===== src/rtl/acc_result_packer_pkg.sv =====
// Definitions shared by the accumulator adder and its result packer:
// exponent encoding, output formats and the packer FSM states.
package acc_result_packer_pkg;

  localparam int EXP_W       = 8;
  localparam int EXP_BIAS    = 127;
  localparam logic [EXP_W-1:0] EXP_INF = 8'hFF;

  localparam int FP32_FRAC_W = 23;
  localparam int BF16_FRAC_W = 7;
  localparam int WORD_W      = 32;
  localparam int HALF_W      = 16;

  typedef enum logic {
    FMT_FP32 = 1'b0,
    FMT_BF16 = 1'b1
  } fmt_e;

  typedef enum logic {
    ST_EMPTY = 1'b0,
    ST_HALF  = 1'b1
  } pack_state_e;

endpackage


===== src/rtl/acc_result_packer_if.sv =====
// Stream bundle between the accumulator drain and the writeback path.
// The slave modport is the packer's view; master is the surrounding logic.
interface acc_result_packer_if
  import acc_result_packer_pkg::*;
#(
  parameter int M_OUT_WIDTH = 26
);

  logic                   in_valid;
  logic                   in_ready;
  logic                   in_sign;
  logic [EXP_W-1:0]       in_exp;
  logic [M_OUT_WIDTH-1:0] in_mant;
  logic                   in_fmt;
  logic                   in_last;
  logic                   out_valid;
  logic                   out_ready;
  logic [WORD_W-1:0]      out_data;
  logic                   out_last;

  modport master (
    output in_valid, in_sign, in_exp, in_mant, in_fmt, in_last, out_ready,
    input  in_ready, out_valid, out_data, out_last
  );

  modport slave (
    input  in_valid, in_sign, in_exp, in_mant, in_fmt, in_last, out_ready,
    output in_ready, out_valid, out_data, out_last
  );

endinterface


===== src/rtl/acc_result_packer_round.sv =====
// Combinational round-to-nearest-even of an accumulator value to a T-bit
// fraction; overflow (or an Inf input) saturates to infinity.
module acc_round_rne
  import acc_result_packer_pkg::*;
#(
  parameter int M = 26,
  parameter int T = 23
) (
  input  logic [EXP_W-1:0]   exponent,
  input  logic [M-1:0]       mant,
  output logic [EXP_W+T-1:0] result
);

  logic [T-1:0]       keep;
  logic               inc;
  logic [EXP_W+T-1:0] sum;

  generate
    if (M > T) begin : g_round
      logic guard;
      logic sticky;
      assign keep  = mant[M-1 -: T];
      assign guard = mant[M-1-T];
      if (M - T >= 2) begin : g_sticky
        assign sticky = |mant[M-2-T:0];
      end else begin : g_no_sticky
        assign sticky = 1'b0;
      end
      assign inc = guard & (sticky | keep[0]);
    end else if (M == T) begin : g_exact
      assign keep = mant;
      assign inc  = 1'b0;
    end else begin : g_pad
      assign keep = {mant, {(T-M){1'b0}}};
      assign inc  = 1'b0;
    end
  endgenerate

  // The carry out of the fraction lands in the exponent, which covers both
  // mantissa overflow and denormal-to-normal promotion.
  assign sum = {exponent, keep} + {{(EXP_W+T-1){1'b0}}, inc};

  always_comb begin
    result = sum;
    if (sum[EXP_W+T-1 -: EXP_W] == EXP_INF || exponent == EXP_INF) begin
      result = {EXP_INF, {T{1'b0}}};
    end
  end

endmodule


===== src/rtl/acc_result_packer.sv =====
// Rounds finished accumulator values to FP32 or BF16 and packs them into
// 32-bit writeback words, two BF16 results per word.
module acc_result_packer
  import acc_result_packer_pkg::*;
#(
  parameter int M_OUT_WIDTH = 26
) (
  input logic                clk,
  input logic                rst,
  acc_result_packer_if.slave bus
);

  logic [EXP_W+FP32_FRAC_W-1:0] fp32_rnd;
  logic [EXP_W+BF16_FRAC_W-1:0] bf16_rnd;
  logic [WORD_W-1:0]            rounded;
  fmt_e                         in_fmt_e;

  acc_round_rne #(.M(M_OUT_WIDTH), .T(FP32_FRAC_W)) u_round_fp32 (
    .exponent (bus.in_exp),
    .mant     (bus.in_mant),
    .result   (fp32_rnd)
  );

  acc_round_rne #(.M(M_OUT_WIDTH), .T(BF16_FRAC_W)) u_round_bf16 (
    .exponent (bus.in_exp),
    .mant     (bus.in_mant),
    .result   (bf16_rnd)
  );

  assign in_fmt_e = fmt_e'(bus.in_fmt);
  // BF16 values sit in the low half so stage 2 can treat them uniformly.
  assign rounded  = (in_fmt_e == FMT_BF16) ? {16'h0000, bus.in_sign, bf16_rnd}
                                           : {bus.in_sign, fp32_rnd};

  // Stage 1: one rounded beat.
  logic              s1_valid_reg;
  logic [WORD_W-1:0] s1_value_reg;
  fmt_e              s1_fmt_reg;
  logic              s1_last_reg;
  logic              s1_advance;
  logic              in_ready_int;
  logic              accept;

  // Stage 2: packing FSM, held half and output word register.
  pack_state_e       state_reg, state_next;
  logic [HALF_W-1:0] held_reg, held_next;
  logic              out_valid_reg;
  logic [WORD_W-1:0] out_data_reg;
  logic              out_last_reg;
  logic              out_free;
  logic              load_out;
  logic [WORD_W-1:0] word_next;
  logic              last_next;

  assign out_free     = !out_valid_reg || bus.out_ready;
  assign in_ready_int = !rst && (!s1_valid_reg || s1_advance);
  assign accept       = bus.in_valid && in_ready_int;

  always_ff @(posedge clk) begin
    if (rst) begin
      s1_valid_reg <= 1'b0;
      s1_value_reg <= '0;
      s1_fmt_reg   <= FMT_FP32;
      s1_last_reg  <= 1'b0;
    end else if (accept) begin
      s1_valid_reg <= 1'b1;
      s1_value_reg <= rounded;
      s1_fmt_reg   <= in_fmt_e;
      s1_last_reg  <= bus.in_last;
    end else if (s1_advance) begin
      s1_valid_reg <= 1'b0;
    end
  end

  always_ff @(posedge clk) begin
    if (rst) begin
      state_reg <= ST_EMPTY;
      held_reg  <= '0;
    end else begin
      state_reg <= state_next;
      held_reg  <= held_next;
    end
  end

  always_comb begin
    state_next = state_reg;
    held_next  = held_reg;
    s1_advance = 1'b0;
    load_out   = 1'b0;
    word_next  = s1_value_reg;
    last_next  = s1_last_reg;
    case (state_reg)
      ST_EMPTY: begin
        if (s1_valid_reg) begin
          if (s1_fmt_reg == FMT_FP32) begin
            if (out_free) begin
              load_out   = 1'b1;
              s1_advance = 1'b1;
            end
          end else if (!s1_last_reg) begin
            // Absorbing a low half never needs the output register.
            held_next  = s1_value_reg[HALF_W-1:0];
            state_next = ST_HALF;
            s1_advance = 1'b1;
          end else if (out_free) begin
            load_out   = 1'b1;
            s1_advance = 1'b1;
            word_next  = {16'h0000, s1_value_reg[HALF_W-1:0]};
          end
        end
      end
      ST_HALF: begin
        if (s1_valid_reg && out_free) begin
          load_out   = 1'b1;
          state_next = ST_EMPTY;
          if (s1_fmt_reg == FMT_BF16) begin
            word_next  = {s1_value_reg[HALF_W-1:0], held_reg};
            s1_advance = 1'b1;
          end else begin
            // Flush the lone half first; the FP32 beat waits in stage 1.
            word_next = {16'h0000, held_reg};
            last_next = 1'b0;
          end
        end
      end
      default: state_next = ST_EMPTY;
    endcase
  end

  always_ff @(posedge clk) begin
    if (rst) begin
      out_valid_reg <= 1'b0;
      out_data_reg  <= '0;
      out_last_reg  <= 1'b0;
    end else if (load_out) begin
      out_valid_reg <= 1'b1;
      out_data_reg  <= word_next;
      out_last_reg  <= last_next;
    end else if (bus.out_ready) begin
      out_valid_reg <= 1'b0;
    end
  end

  assign bus.in_ready  = in_ready_int;
  assign bus.out_valid = out_valid_reg;
  assign bus.out_data  = out_data_reg;
  assign bus.out_last  = out_last_reg;

endmodule


===== src/flat_wrapper.sv =====
// flat-port wrapper written by rule: the top's interface ports become plain ports
module acc_result_packer_flat import acc_result_packer_pkg::*;
#(
  parameter int M_OUT_WIDTH = 26
)
  (clk, rst, bus_in_valid, bus_in_sign, bus_in_exp, bus_in_mant, bus_in_fmt, bus_in_last, bus_out_ready, bus_in_ready, bus_out_valid, bus_out_data, bus_out_last);
  acc_result_packer_if #(.M_OUT_WIDTH(M_OUT_WIDTH)) bus_i ();
  input logic clk;
  input logic rst;
  input wire logic [$bits(bus_i.in_valid)-1:0] bus_in_valid;
  input wire logic [$bits(bus_i.in_sign)-1:0] bus_in_sign;
  input wire logic [$bits(bus_i.in_exp)-1:0] bus_in_exp;
  input wire logic [$bits(bus_i.in_mant)-1:0] bus_in_mant;
  input wire logic [$bits(bus_i.in_fmt)-1:0] bus_in_fmt;
  input wire logic [$bits(bus_i.in_last)-1:0] bus_in_last;
  input wire logic [$bits(bus_i.out_ready)-1:0] bus_out_ready;
  output wire logic [$bits(bus_i.in_ready)-1:0] bus_in_ready;
  output wire logic [$bits(bus_i.out_valid)-1:0] bus_out_valid;
  output wire logic [$bits(bus_i.out_data)-1:0] bus_out_data;
  output wire logic [$bits(bus_i.out_last)-1:0] bus_out_last;
  assign bus_i.in_valid = bus_in_valid;
  assign bus_i.in_sign = bus_in_sign;
  assign bus_i.in_exp = bus_in_exp;
  assign bus_i.in_mant = bus_in_mant;
  assign bus_i.in_fmt = bus_in_fmt;
  assign bus_i.in_last = bus_in_last;
  assign bus_i.out_ready = bus_out_ready;
  assign bus_in_ready = bus_i.in_ready;
  assign bus_out_valid = bus_i.out_valid;
  assign bus_out_data = bus_i.out_data;
  assign bus_out_last = bus_i.out_last;
  acc_result_packer #(.M_OUT_WIDTH(M_OUT_WIDTH)) u_core (.clk(clk), .rst(rst), .bus(bus_i));
endmodule

===== config.mk =====
export PLATFORM = sky130hd
export DESIGN_NAME = acc_result_packer_flat
export DESIGN_NICKNAME = d
export VERILOG_FILES = /design/src/rtl/acc_result_packer_pkg.sv /design/src/rtl/acc_result_packer_if.sv /design/src/rtl/acc_result_packer_round.sv /design/src/rtl/acc_result_packer.sv /design/src/flat_wrapper.sv
export SDC_FILE = /design/constraint.sdc
export NUM_CORES = 1
export LEC_CHECK = 0
export CAP_MARGIN = 40
export CORE_MARGIN = 4
export CORE_UTILIZATION = 48
export DETAILED_ROUTE_END_ITERATION = 8
export GPL_TIMING_DRIVEN = 0
export HOLD_SLACK_MARGIN = 0.12
export PLACE_DENSITY = 0.78
export SLEW_MARGIN = 20
export SYNTH_ARGS = -nofsm -noshare
export SYNTH_HDL_FRONTEND = slang
export SYNTH_SLANG_ARGS = --single-unit

===== constraint.sdc =====
create_clock -name clk -period 2.2 [get_ports clk]
set_input_delay 0.22 -clock clk [delete_from_list [all_inputs] [get_ports clk]]
set_output_delay 0.22 -clock clk [all_outputs]
set_load 0.01 [all_outputs]

### Word-level counts from Yosys, hierarchy flattened

Index checks and enable logic that the tools add are counted.

* shift-type cells: 0
* reduce and logical (&&, ||, !) cells: 15
* magnitude comparators: 0
* multiply operators: 0
* add/sub/neg operators: 2
* multiplexer cells: 34
* divide/modulo/power cells: 0
* bitwise operators: 6
* equal/unequal tests: 3

Operators by type and width (count)
* 32-bit two-way mux: 7
* 32-bit one-hot mux with 2 select lines: 1
* 31-bit by 1-bit adder with 31-bit output: 1
* 31-bit two-way mux: 1
* 8-bit == test, second input constant: 3
* 1-bit two-way mux: 21
* 18-bit OR reduction: 1
* 15-bit by 1-bit adder with 15-bit output: 1
* 15-bit two-way mux: 1
* 1-bit one-hot mux with 2 select lines: 3
* 1-bit logical OR: 4
* 4-bit AND reduction: 1
* 2-bit nonzero test: 2
* 1-bit logical AND: 3
* 1-bit zero test: 3
* 1-bit bitwise AND: 2
* 1-bit inverter: 2
* 1-bit bitwise OR: 2
* 2-bit OR reduction: 1

* bits of input ports: 41
* output and inout port bits: 35
* memories: 0
* bits in registers: 86
* bits in latches: 0
* ROM bits: 0
* logic and storage cells: 69
* bits in writable memories: 0

### Depth between registers and ports, before layout

Gate-level depths: netlist (run 1).

* depth in word-level cells: 11
* depth in mapped cells: 10
* depth with buffers taken out: 8

### Modules after synthesis

From an unflattened synthesis (run 1), not the netlist that was laid out.

* cell total of the unflattened synthesis: 658
* area total of the unflattened synthesis: 5285.1 um^2

Modules (own cells, without submodules)
* acc_result_packer: times used 1, cells each 409, area an instance 3738.6 um^2, seq. area each 1721.7 um^2
* acc_round_rne at u_core.u_round_fp32: times used 1, cells each 161, area an instance 975.9 um^2, seq. area each 0.0 um^2
* acc_round_rne at u_core.u_round_bf16: times used 1, cells each 88, area an instance 570.5 um^2, seq. area each 0.0 um^2

### Worst setup path before layout (run 1)

OpenSTA, ideal clock, no wires.

* path kind: in2reg
* from: in bus_in_mant[3]
* to: reg u_core.s1_value_reg[10]
* data required time: 2065 ps
* arrival: 1962 ps
* buffers on the path: 1
* library setup time: 135 ps
* slack: 103 ps
* cell stages on the path: 9
* cells stage by stage: and2_1 > ha_1 > nand4_1 > nor3_1 > nand4_1 > xor2_1 > o31ai_4 > buf_6 > o22ai_2

* cells in the longest elaborated chain, start to end: 8
* elaborated cells between the ends (all ways): 14
* classes of those cells: add/sub: 2; eq/ne: 2; mux: 3; bitwise: 4; reduce/logical: 3

Ends and longest elaborated chain
* start: declaration: line flat_wrapper.sv:13 `input wire logic [$bits(bus_i.in_mant)-1:0] bus_in_mant;`
* 18-bit OR reduction: line acc_result_packer_round.sv:25 `assign sticky = |mant[M-2-T:0];`
* 1-bit bitwise OR: line acc_result_packer_round.sv:29 `assign inc = guard & (sticky | keep[0]);`
* 1-bit bitwise AND: line acc_result_packer_round.sv:29
* 15-bit by 1-bit adder with 15-bit output: line acc_result_packer_round.sv:41 `assign sum = {exponent, keep} + {{(EXP_W+T-1){1'b0}}, inc};`
* 8-bit == test: line acc_result_packer_round.sv:45 `if (sum[EXP_W+T-1 -: EXP_W] == EXP_INF || exponent == EXP_INF) begin`
* 1-bit logical OR: line acc_result_packer_round.sv:45
* 15-bit two-way mux: line acc_result_packer_round.sv:45
* 32-bit two-way mux (*): line acc_result_packer.sv:32 `assign rounded = (in_fmt_e == FMT_BF16) ? {16'h0000, bus.in_sign, bf16_rnd}`
* end signal: assignment: line acc_result_packer.sv:67 `s1_value_reg <= rounded;`
* end: declaration: line acc_result_packer.sv:37 `logic [WORD_W-1:0] s1_value_reg;`

Mark *: on every way between the ends. The rest lies on a longest branch, timed or not.
A chain may end at the register's enable or synchronous reset.

### Worst setup path in the final report (run 1)

* from: in bus_in_mant[15]
* to: reg u_core.s1_value_reg[15]

* cells in the longest elaborated chain, start to end: 5

Ends and longest elaborated chain (line)
* 31-bit by 1-bit adder with 31-bit output (*): acc_result_packer_round.sv:41
* 8-bit == test: acc_result_packer_round.sv:45
* 1-bit logical OR: acc_result_packer_round.sv:45
* 31-bit two-way mux (*): acc_result_packer_round.sv:45
* 32-bit two-way mux (*): acc_result_packer.sv:32

Marked as above.

==> results of run 1 <==
## layer usage
layer  vias up  global-route usage, %
met1      2002                  29.45
met5         -                      0
li1       2142                      -
met3        24                  3.582
met2       135                  38.96
met4         0                  8.154
## cell usage after synthesis, types with 5 or more instances
master / n / area (um2)
dfxtp_1: 86 / 1722
inv_1: 9 / 33.78
nand4_1: 14 / 87.58
a31oi_1: 7 / 43.79
and3_1: 9 / 56.30
nor3_1: 6 / 30.03
nor2_1: 57 / 214.0
a32oi_1: 6 / 52.55
buf_2: 5 / 25.02
nand2_1: 70 / 262.8
clkbuf_1: 30 / 112.6
xor2_1: 16 / 140.1
nor4_1: 7 / 43.79
nand3b_1: 5 / 37.54
a21oi_1: 29 / 145.1
xnor2_1: 19 / 166.4
a22oi_1: 24 / 180.2
o21ai_2: 12 / 105.1
mux2i_1: 19 / 190.2
nand3_1: 14 / 70.07
a211oi_1: 34 / 255.2
o21ai_0: 7 / 35.03
## layout by cell type, fill, tap and decap left out, types with 12 or more instances in the layout
cell type and count:
dfxtp_1 84, nand2_1 69, nor2_1 55, clkdlybuf4s50_1 48
a211oi_1 34, a21oi_1 28, a22oi_1 24, clkbuf_1 22
mux2i_1 19, xnor2_1 18, xor2_1 15, nand4_1 14
buf_4 14, o21ai_2 12
## final cells by class
| type | count | area (um2) |
|---|---|---|
| plain buffers | 38 | 177.7 |
| clock buffers | 10 | 137.6 |
| clock inverters | 6 | 92.59 |
| fillers | 775 | 3417 |
| inverters | 9 | 33.78 |
| multi-input cells | 405 | 2665 |
| flip-flops and latches | 86 | 1724 |
| well taps | 111 | 138.9 |
| repair buffers | 83 | 809.5 |
## power by group
part           switching, mW  internal, mW  total, mW
clock                  0.575         0.676       1.25
sequential            0.0652          1.64       1.70
combinational          0.315         0.272      0.587
total                  0.955          2.59       3.54
## how the worst max path moves through the flow
stage,from,endpoint,slack (ns)
5_1_grt,bus_in_mant[3],u_core.s1_value_reg[15],-0.03
6_report,bus_in_mant[15],u_core.s1_value_reg[15],0.07
3_3_place_gp,bus_in_mant[3],u_core.s1_value_reg[15],-0.87
2_1_floorplan,bus_in_mant[3],u_core.s1_value_reg[10],0.10
3_5_place_dp,bus_in_mant[3],u_core.s1_value_reg[9],-0.88
4_1_cts,bus_in_mant[24],u_core.s1_value_reg[15],0.02
## cell families (layout without fill, tap and decap cells)
logic type,after synthesis,after routing
XOR/XNOR,35,35
AND/OR/NAND/NOR,207,207
AO/OA/AOI/OAI,140,140
buffers and inverters,49,146
flip-flops,86,86
adder cells (fa/ha/maj),2,2
multiplexers,21,21
## tightest hold or removal path: cells and delay by family
| family | cells | cell delay (ns) |
|---|---|---|
| xor gates and xnor gates | 1 | 0.10 |
| AOI/OAI and AO/OA | 1 | 0.10 |
| buffers and inverters | 1 | 0.15 |
## what timing repair did
action                                  CTS  global route
endpoints found under the setup margin   32            44
endpoints found under the hold margin     0             0
hold buffers                              0             0
gates cloned                              2             0
pin swaps                                 6             7
gates resized for setup                  36            26
setup buffers                            10             4
==> impl_metrics.json, run 1 <==
{
  "antenna_left": 0,
  "synth_top_family_by_area": "compound AO/OA/AOI/OAI gates",
  "synth_fa_ha_area_share_pct": 0.5563,
  "post-route-period-util_pct": 96.85,
  "synth_edf_count": 0,
  "route.met2.wl_mm": 6.064,
  "drc": 0,
  "die_area_um2": 10980,
  "viasPerCell": 5.753,
  "reg2reg_to": "u_core.bus.out_data[10]",
  "yosys.area_share.simple_pct": 22.45,
  "avgSynthCellArea_um2": 8.330,
  "slew_headroom_pct": 53.45,
  "path_class": "in -> reg",
  "async_reset_ff_share_pct": 0,
  "dr_total_vias": 4303,
  "path_max_fanout": 6,
  "top_level_ports": 76,
  "hold_violations": 0,
  "start_util_pct": 48.91,
  "n_antenna_cell": 0,
  "synth_top_flop_cell": "dfxtp_1",
  "cts_sinks": 86,
  "dr.pass1.iters": 5,
  "crit_buf_inv": 4,
  "synthesis.area_um2": 4498,
  "skew_ns": 0.01476,
  "wl_met1_mm": 5.620,
  "clk_path_buf_depth": 2,
  "required_ns": 2.42,
  "grt_pass1_vias": 4139,
  "overflow": 0,
  "drv_cap": 0,
  "core_area_um2": 9196,
  "met3_length_um": 614,
  "yosys_warnings": 0,
  "wl_per_cell_um": 16.82,
  "cts_htree_levels": 3,
  "cp-start-kind": "input port",
  "grt_max_degree": 16,
  "finalNonFillerCells": 748,
  "synth.area.mux_share_pct": 4.729,
  "gp_congestion": 0.8681,
  "postLayoutCoreUtil_pct": 62.84,
  "tns_ns": 0,
  "min_path_cells": 3,
  "critPathTopFamily": "buffers and inverters",
  "fp-row-count": 35,
  "die_w_um": 104.8,
  "highest_layer": "met4",
  "crit_path_cell_trace": "clkdlybuf4s50_1, nand4_1, nor4_4, buf_4, nand4_1, xor2_2, o31ai_4, buf_6, buf_6, o22ai_2",
  "drive_above_1_share_pct": 14.13,
  "worst_slack_ns": 0.06922,
  "path_clk_slew_ns": 0.09,
  "reg2reg_depth": 4,
  "power.leakage_nw": 2.017,
  "grt_first_pass_wirelength_mm": 20.79,
  "synth-seq-cells": 86,
  "whs_ns": 0.2336,
  "dr.first_iter.drc_count": 308,
  "syn_inst": 540,
  "final_area_um2": 5779,
  "power_mw": 3.541,
  "min_path_type": "in -> reg",
  "synth_cell_types": 48,
  "slowest_delay_ns": 0.54,
  "cp_slowest_cell": "clkdlybuf4s50_1",
  "dpl_cell_area_um2": 5308,
  "grtUsageTotal_pct": 22.93,
  "holdPathEnd": "u_core.s1_value_reg[19]",
  "syn2layout_area_growth_pct": 28.48,
  "tightest_slew_ns": 0.6982,
  "rr_startpoint": "u_core.state_reg",
  "vdd_drop_max_mv": 0.3579,
  "fmax_ghz": 0.4693,
  "critPathArrivalTime_ns": 2.35,
  "place_inst": 718,
  "wl_mm": 12.59,
  "fp.dieH_um": 104.8,
  "syn_nets": 583,
  "clk_latency_ns": 0.37,
  "nNetsFinal": 675,
  "yosysSeqAreaShare_pct": 38.28,
  "antenna_found_initial": 0,
  "clockRootBuffer": "clkbuf_8",
  "post-place-ws_ns": -0.8790,
  "synthXorXnorAreaFrac_pct": 6.815,
  "p_per_area_nw_per_um2": 612.7,
  "slew_viol_final": 0,
  "worstHoldStart": "bus_in_mant[22]",
  "status": "complete, no violations",
  "finalCriticalPeriod_ns": 2.131,
  "portBuffers": 67,
  "cp_num_cells": 10,
  "end_kind": "flop",
  "dp_hpwl_mm": 9.756,
  "cts_tree": "done",
  "setup_viol_count_final": 0,
  "rrSetupSlack_ns": 0.08,
  "cts_buffers": 9,
  "synth_compound_area_share_pct": 22.61
}
Note: power is estimated with default switching activity, not from simulation.
==> run 2, diff against run 1 <==
==> constraint.sdc (replaced) <==
create_clock -name clk -period 2.2 [get_ports clk]
set_input_delay 0.44 -clock clk [delete_from_list [all_inputs] [get_ports clk]]
set_output_delay 0.44 -clock clk [all_outputs]
set_load 0.01 [all_outputs]
==> run 2 against run 1 <==
Sequential power about the same. Largest cell class unchanged. Core utilization increased by 0.39 points. Clock power increased by 10%. Highest routed layer unchanged. Largest power group unchanged. Design area increased by 0.63%. Global-route usage about the same. Fmax decreased by 0.83%. Sequential cell count unchanged. Critical endpoint is now u_core.s1_value_reg[7]. Total power increased by 4.2%. Worst hold slack improved by 0.16 ns. Critical path depth decreased by 3. Non-clock buffer count increased by 1. Via count increased by 2.2%.
==> impl_metrics.json, run 2 (synthesized netlist as in run 1, its figures left out) <==
{
  "status": "complete, no violations",
  "min_path_type": "in -> reg",
  "grt_first_pass_wirelength_mm": 20.52,
  "p_comb_share_pct": 16.3,
  "nNetsFinal": 676,
  "dr.pass1.iters": 5,
  "die_area_um2": 10980,
  "p_seq_share_pct": 46.2,
  "tightest_slew_ns": 0.7451,
  "clk_path_buf_depth": 2,
  "top_level_ports": 76,
  "post-place-ws_ns": -0.9592,
  "hold_violations": 0,
  "grt_max_degree": 17,
  "switchingPower_mw": 1.006,
  "gp_congestion": 0.8825,
  "start_util_pct": 48.91,
  "cts_htree_levels": 3,
  "path_max_fanout": 10,
  "cp-start-kind": "input port",
  "core_area_um2": 9196,
  "grtUsageTotal_pct": 22.93,
  "dr.first_iter.drc_count": 353,
  "die_w_um": 104.8,
  "n_antenna_cell": 0,
  "required_ns": 2.48,
  "end_kind": "flop",
  "p_int_mw": 2.683,
  "power.leakage_nw": 1.996,
  "fp-row-count": 35,
  "path_class": "in -> reg",
  "clockRootBuffer": "clkbuf_8",
  "worst_slack_ns": 0.05136,
  "final_common_cell": "dfxtp_1",
  "p_clk_share_pct": 37.5,
  "finalCriticalPeriod_ns": 2.149,
  "tns_ns": 0,
  "cts_tree": "done",
  "power_mw": 3.689,
  "reg2reg_depth": 7,
  "slew_headroom_pct": 49.87,
  "place_inst": 718,
  "portBuffers": 67,
  "p_sw_share_pct": 27.26,
  "clk_latency_ns": 0.36,
  "fmax_ghz": 0.4654,
  "dp_hpwl_mm": 9.821,
  "critPathArrivalTime_ns": 2.42,
  "finalNonFillerCells": 749,
  "skew_ns": 0.01521,
  "wl_per_cell_um": 17.53,
  "cts_buffers": 9,
  "cts_sinks": 86,
  "post-route-period-util_pct": 97.67,
  "path_clk_slew_ns": 0.09,
  "slew_viol_final": 0,
  "antenna_found_initial": 0,
  "fp.dieH_um": 104.8,
  "viasPerCell": 5.872,
  "drive_above_1_share_pct": 18.34,
  "wl_mm": 13.13,
  "min_path_cells": 3,
  "dr_total_vias": 4398,
  "ctsHoldBuffers": 0,
  "syn2layout_area_growth_pct": 29.29,
  "antenna_left": 0,
  "setup_viol_count_final": 0,
  "vdd_drop_max_mv": 0.2884,
  "overflow": 0,
  "p_per_area_nw_per_um2": 634.3,
  "drc": 0,
  "grt_pass1_vias": 4107,
  "drv_cap": 0,
  "final_cell_mix": "dfxtp_1, nand2_1, nor2_1"
}
## run 2: layout make-up
| class | instances | area, um2 |
|---|---|---|
| timing repair buffer | 83 | 734.5 |
| multi-input combinational | 405 | 2728 |
| buffer | 39 | 209.0 |
| sequential | 86 | 1722 |
| fill | 806 | 3381 |
| inverter | 9 | 33.78 |
| clock inverter | 7 | 126.4 |
| tap | 111 | 138.9 |
| clock buffer | 9 | 123.9 |
## run 2: through the flow
step | utilization [%] | cell area, um2 | hold slack, ns
floorplan | - | 4558 | 0.4259
global placement | 58.37 | 5368 | 0.4408
detailed placement | 58.37 | 5368 | 0.4463
CTS | 63.09 | 5802 | 0.4294
global route | 63.24 | 5816 | 0.4137
finish | 63.24 | 5816 | 0.3973
## run 2: power groups by stage
stage                     registers, mW  clock network (mW)  logic (mW)
after CTS                          1.70                1.37       0.590
after global routing               1.71                1.43       0.648
after detailed placement           1.74                   0       0.576
after floorplan                    1.74                   0       0.301
after global placement             1.73                   0       0.565
final                              1.70                1.38       0.601
## run 2: path summary, 6_finish.rpt
check | start | endpoint | slack (ns)
max reg2reg | u_core.state_reg | u_core.s1_value_reg[9] | 0.19
min | bus_in_mant[3] | u_core.s1_value_reg[0] | 0.40
max | bus_in_exp[1] | u_core.s1_value_reg[7] | 0.05
min reg2reg | u_core.held_reg[5] | u_core.held_reg[5] | 0.46
## run 2: metal layers
metal | wire length (um) | global-route usage (%) | vias to the layer above
met5 | 0 | 0 | -
met4 | 276 | 8.810 | 0
met3 | 855 | 3.459 | 26
met2 | 6310 | 38.96 | 180
met1 | 5683 | 29.26 | 2049
li1 | - | - | 2143
## run 2: timing repair
item,4_1_cts,5_1_grt
gates resized for setup,64,41
pin swaps,11,11
hold endpoints to repair,0,0
endpoints found under the setup margin,43,60
gates cloned,2,0
setup buffers,13,1
## run 2: worst max-delay path: stages
cell	delay, ns
clkdlybuf4s50_1	0.54
nand4_1	0.28
or3_4	0.47
clkbuf_2	0.20
a211oi_1	0.29
a21oi_1	0.09
o22ai_2	0.11
==> edit: new RTL, settings of run 1 <==
`M_OUT_WIDTH` is set to 26 in 3 places; all go to 22.
--- a/src/rtl/acc_result_packer_if.sv
+++ b/src/rtl/acc_result_packer_if.sv
@@ -3,7 +3,7 @@
 interface acc_result_packer_if
   import acc_result_packer_pkg::*;
 #(
-  parameter int M_OUT_WIDTH = 26
+  parameter int M_OUT_WIDTH = 22
 );
 
   logic                   in_valid;
--- a/src/rtl/acc_result_packer.sv
+++ b/src/rtl/acc_result_packer.sv
@@ -3,7 +3,7 @@
 module acc_result_packer
   import acc_result_packer_pkg::*;
 #(
-  parameter int M_OUT_WIDTH = 26
+  parameter int M_OUT_WIDTH = 22
 ) (
   input logic                clk,
   input logic                rst,
--- a/src/flat_wrapper.sv
+++ b/src/flat_wrapper.sv
@@ -1,7 +1,7 @@
 // flat-port wrapper written by rule: the top's interface ports become plain ports
 module acc_result_packer_flat import acc_result_packer_pkg::*;
 #(
-  parameter int M_OUT_WIDTH = 26
+  parameter int M_OUT_WIDTH = 22
 )
   (clk, rst, bus_in_valid, bus_in_sign, bus_in_exp, bus_in_mant, bus_in_fmt, bus_in_last, bus_out_ready, bus_in_ready, bus_out_valid, bus_out_data, bus_out_last);
   acc_result_packer_if #(.M_OUT_WIDTH(M_OUT_WIDTH)) bus_i ();
Interface: changed (resized bus_in_mant); port bits go from 76 to 72. No check against the original RTL was run, so the function may have changed too.
==> edit against run 1 <==
- power down 8.3%
- sequential cell count stayed put
- cell area decreased by 16%
- worst hold slack better by 0.18 ns
- maximum frequency hardly changed
- synthesized area shrank 15%
- global-route usage is 1.7 points lower
- wire length is 18% lower
- setup slack got worse by 0.0013 ns
- utilization fell by 0.31 points
- largest power group unchanged
- highest routed layer unchanged
- critical path depth is 5 lower
- non-clock buffer count decreased by 15
==> edit: results (changes against run 1) <==
[yosys]
ys_top_cells_by_area = sky130_fd_sc_hd__dfxtp_1 (45%), sky130_fd_sc_hd__a211oi_1 (6.8%), sky130_fd_sc_hd__a21oi_1 (6.3%)
synth.yosys.seq_area_share = 0.449  ; +0.0660
post_synth_instance_area_um2 = 3840  ; -15%
synth.top_cells.by_count = sky130_fd_sc_hd__dfxtp_1 (86), sky130_fd_sc_hd__nand2_1 (64), sky130_fd_sc_hd__a21oi_1 (48)
syn_nets = 495  ; -15%
synth_top_cell_area_share = 0.449  ; +0.0660

[setup_path]
arrival_time_at_the_worst_endpoint_ns = 1.91  ; -0.44 ns
critPathMaxStageDelay_ns = 0.47  ; -0.07 ns
cp_max_fo = 9  ; +3
worstSetupStartpointType = flip-flop
worst_r2r_startpoint = u_core.s1_fmt_reg$_SDFFE_PP0P_

[cells_and_area]
design_area_um2 = 4860  ; -16%
nets = 577  ; -15%
non_clock_buffer_count = 106  ; -12%
multi_input_cells = 329  ; -19%
clock_buffer_cells = 11  ; +1
multi_input_area_share = 0.393  ; -0.0678
filler_cell_count = 694  ; -10%
sequential_fraction_of_total_cell_area = 0.355  ; +0.0566
clock_area_frac = 0.0363  ; -0.00351

[clocking]
ctsLongestPathBuffers = 2  ; unchanged
clock_latency_ns = 0.35  ; -0.02 ns
post_cts_buffers = 1  ; -9
cts.reportedPaths.clkPinSlew_ns = 0.07  ; -0.02 ns
cts_resized = 0  ; -100%

[sta]
fin_skew_ns = 0.00558  ; -0.00917 ns
worstMarginPinSlew_ns = 0.686  ; -0.0119 ns

[placed_design]
cell_count_post_placement = 631  ; -12%
place_ws_ns = -0.124  ; +0.754 ns
numPortBuffers = 71  ; +6.0%
placement.cell_area_um2 = 4670  ; -12%
hpwlAfterDp_um = 8080  ; -17%
gp_routability_congestion = 0.905  ; +4.3%

[global_routing]
grt_pass1_wl_um = 16600  ; -20%
number_of_global_route_vias_before_repair = 3455  ; -17%
global_route.usage.total = 0.212  ; -0.0168

[route]
viasPerCell = 5.68  ; -1.3%
routed_wire_length_per_instance_um = 16.0  ; -5.0%

[worst_hold_path]
hold_path_startpoint = bus_in_last

[outcome]
run_status = complete, no violations

[power_and_ir_drop]
vdd.ir_drop.worst_v = 0.000330  ; -7.9%
reported_leakage_power_nw = 1.60  ; -21%

edit: layer usage:
layer,part of all wire,vias to the layer above,GRT usage
met5,0,-,0
met4,0.012,0,0.0682
met3,0.062,14,0.0345
met2,0.47,133,0.358
met1,0.46,1706,0.277
li1,-,1804,-
edit: worst paths after layout:
path / end / slack, ns / cells after the start
setup / recovery: bus_in_ready / 0.07 / 5
hold / removal: u_core.s1_last_reg$_SDFFE_PP0P_ / 0.41 / 3
setup reg to reg: u_core.bus.out_data[22]$_SDFFE_PP0P_ / 0.30 / 6
hold reg to reg: u_core.s1_value_reg[31]$_SDFFE_PP0P_ / 0.45 / 2
edit: cell families (layout without fill, tap and decap cells):
group,after synthesis,count (layout),share of synthesized area
simple gates,172,172,0.210
mux,17,17,0.0447
compound gates,131,131,0.222
flops,86,86,0.449
xor+xnor,9,9,0.0205
buf+inv,43,127,0.0532
edit: where the power goes:
group	switching, W	total (W)	internal (W)
registers	0.0000659	0.00170	0.00164
logic	0.000253	0.000499	0.000246
clock network	0.000510	0.00105	0.000536
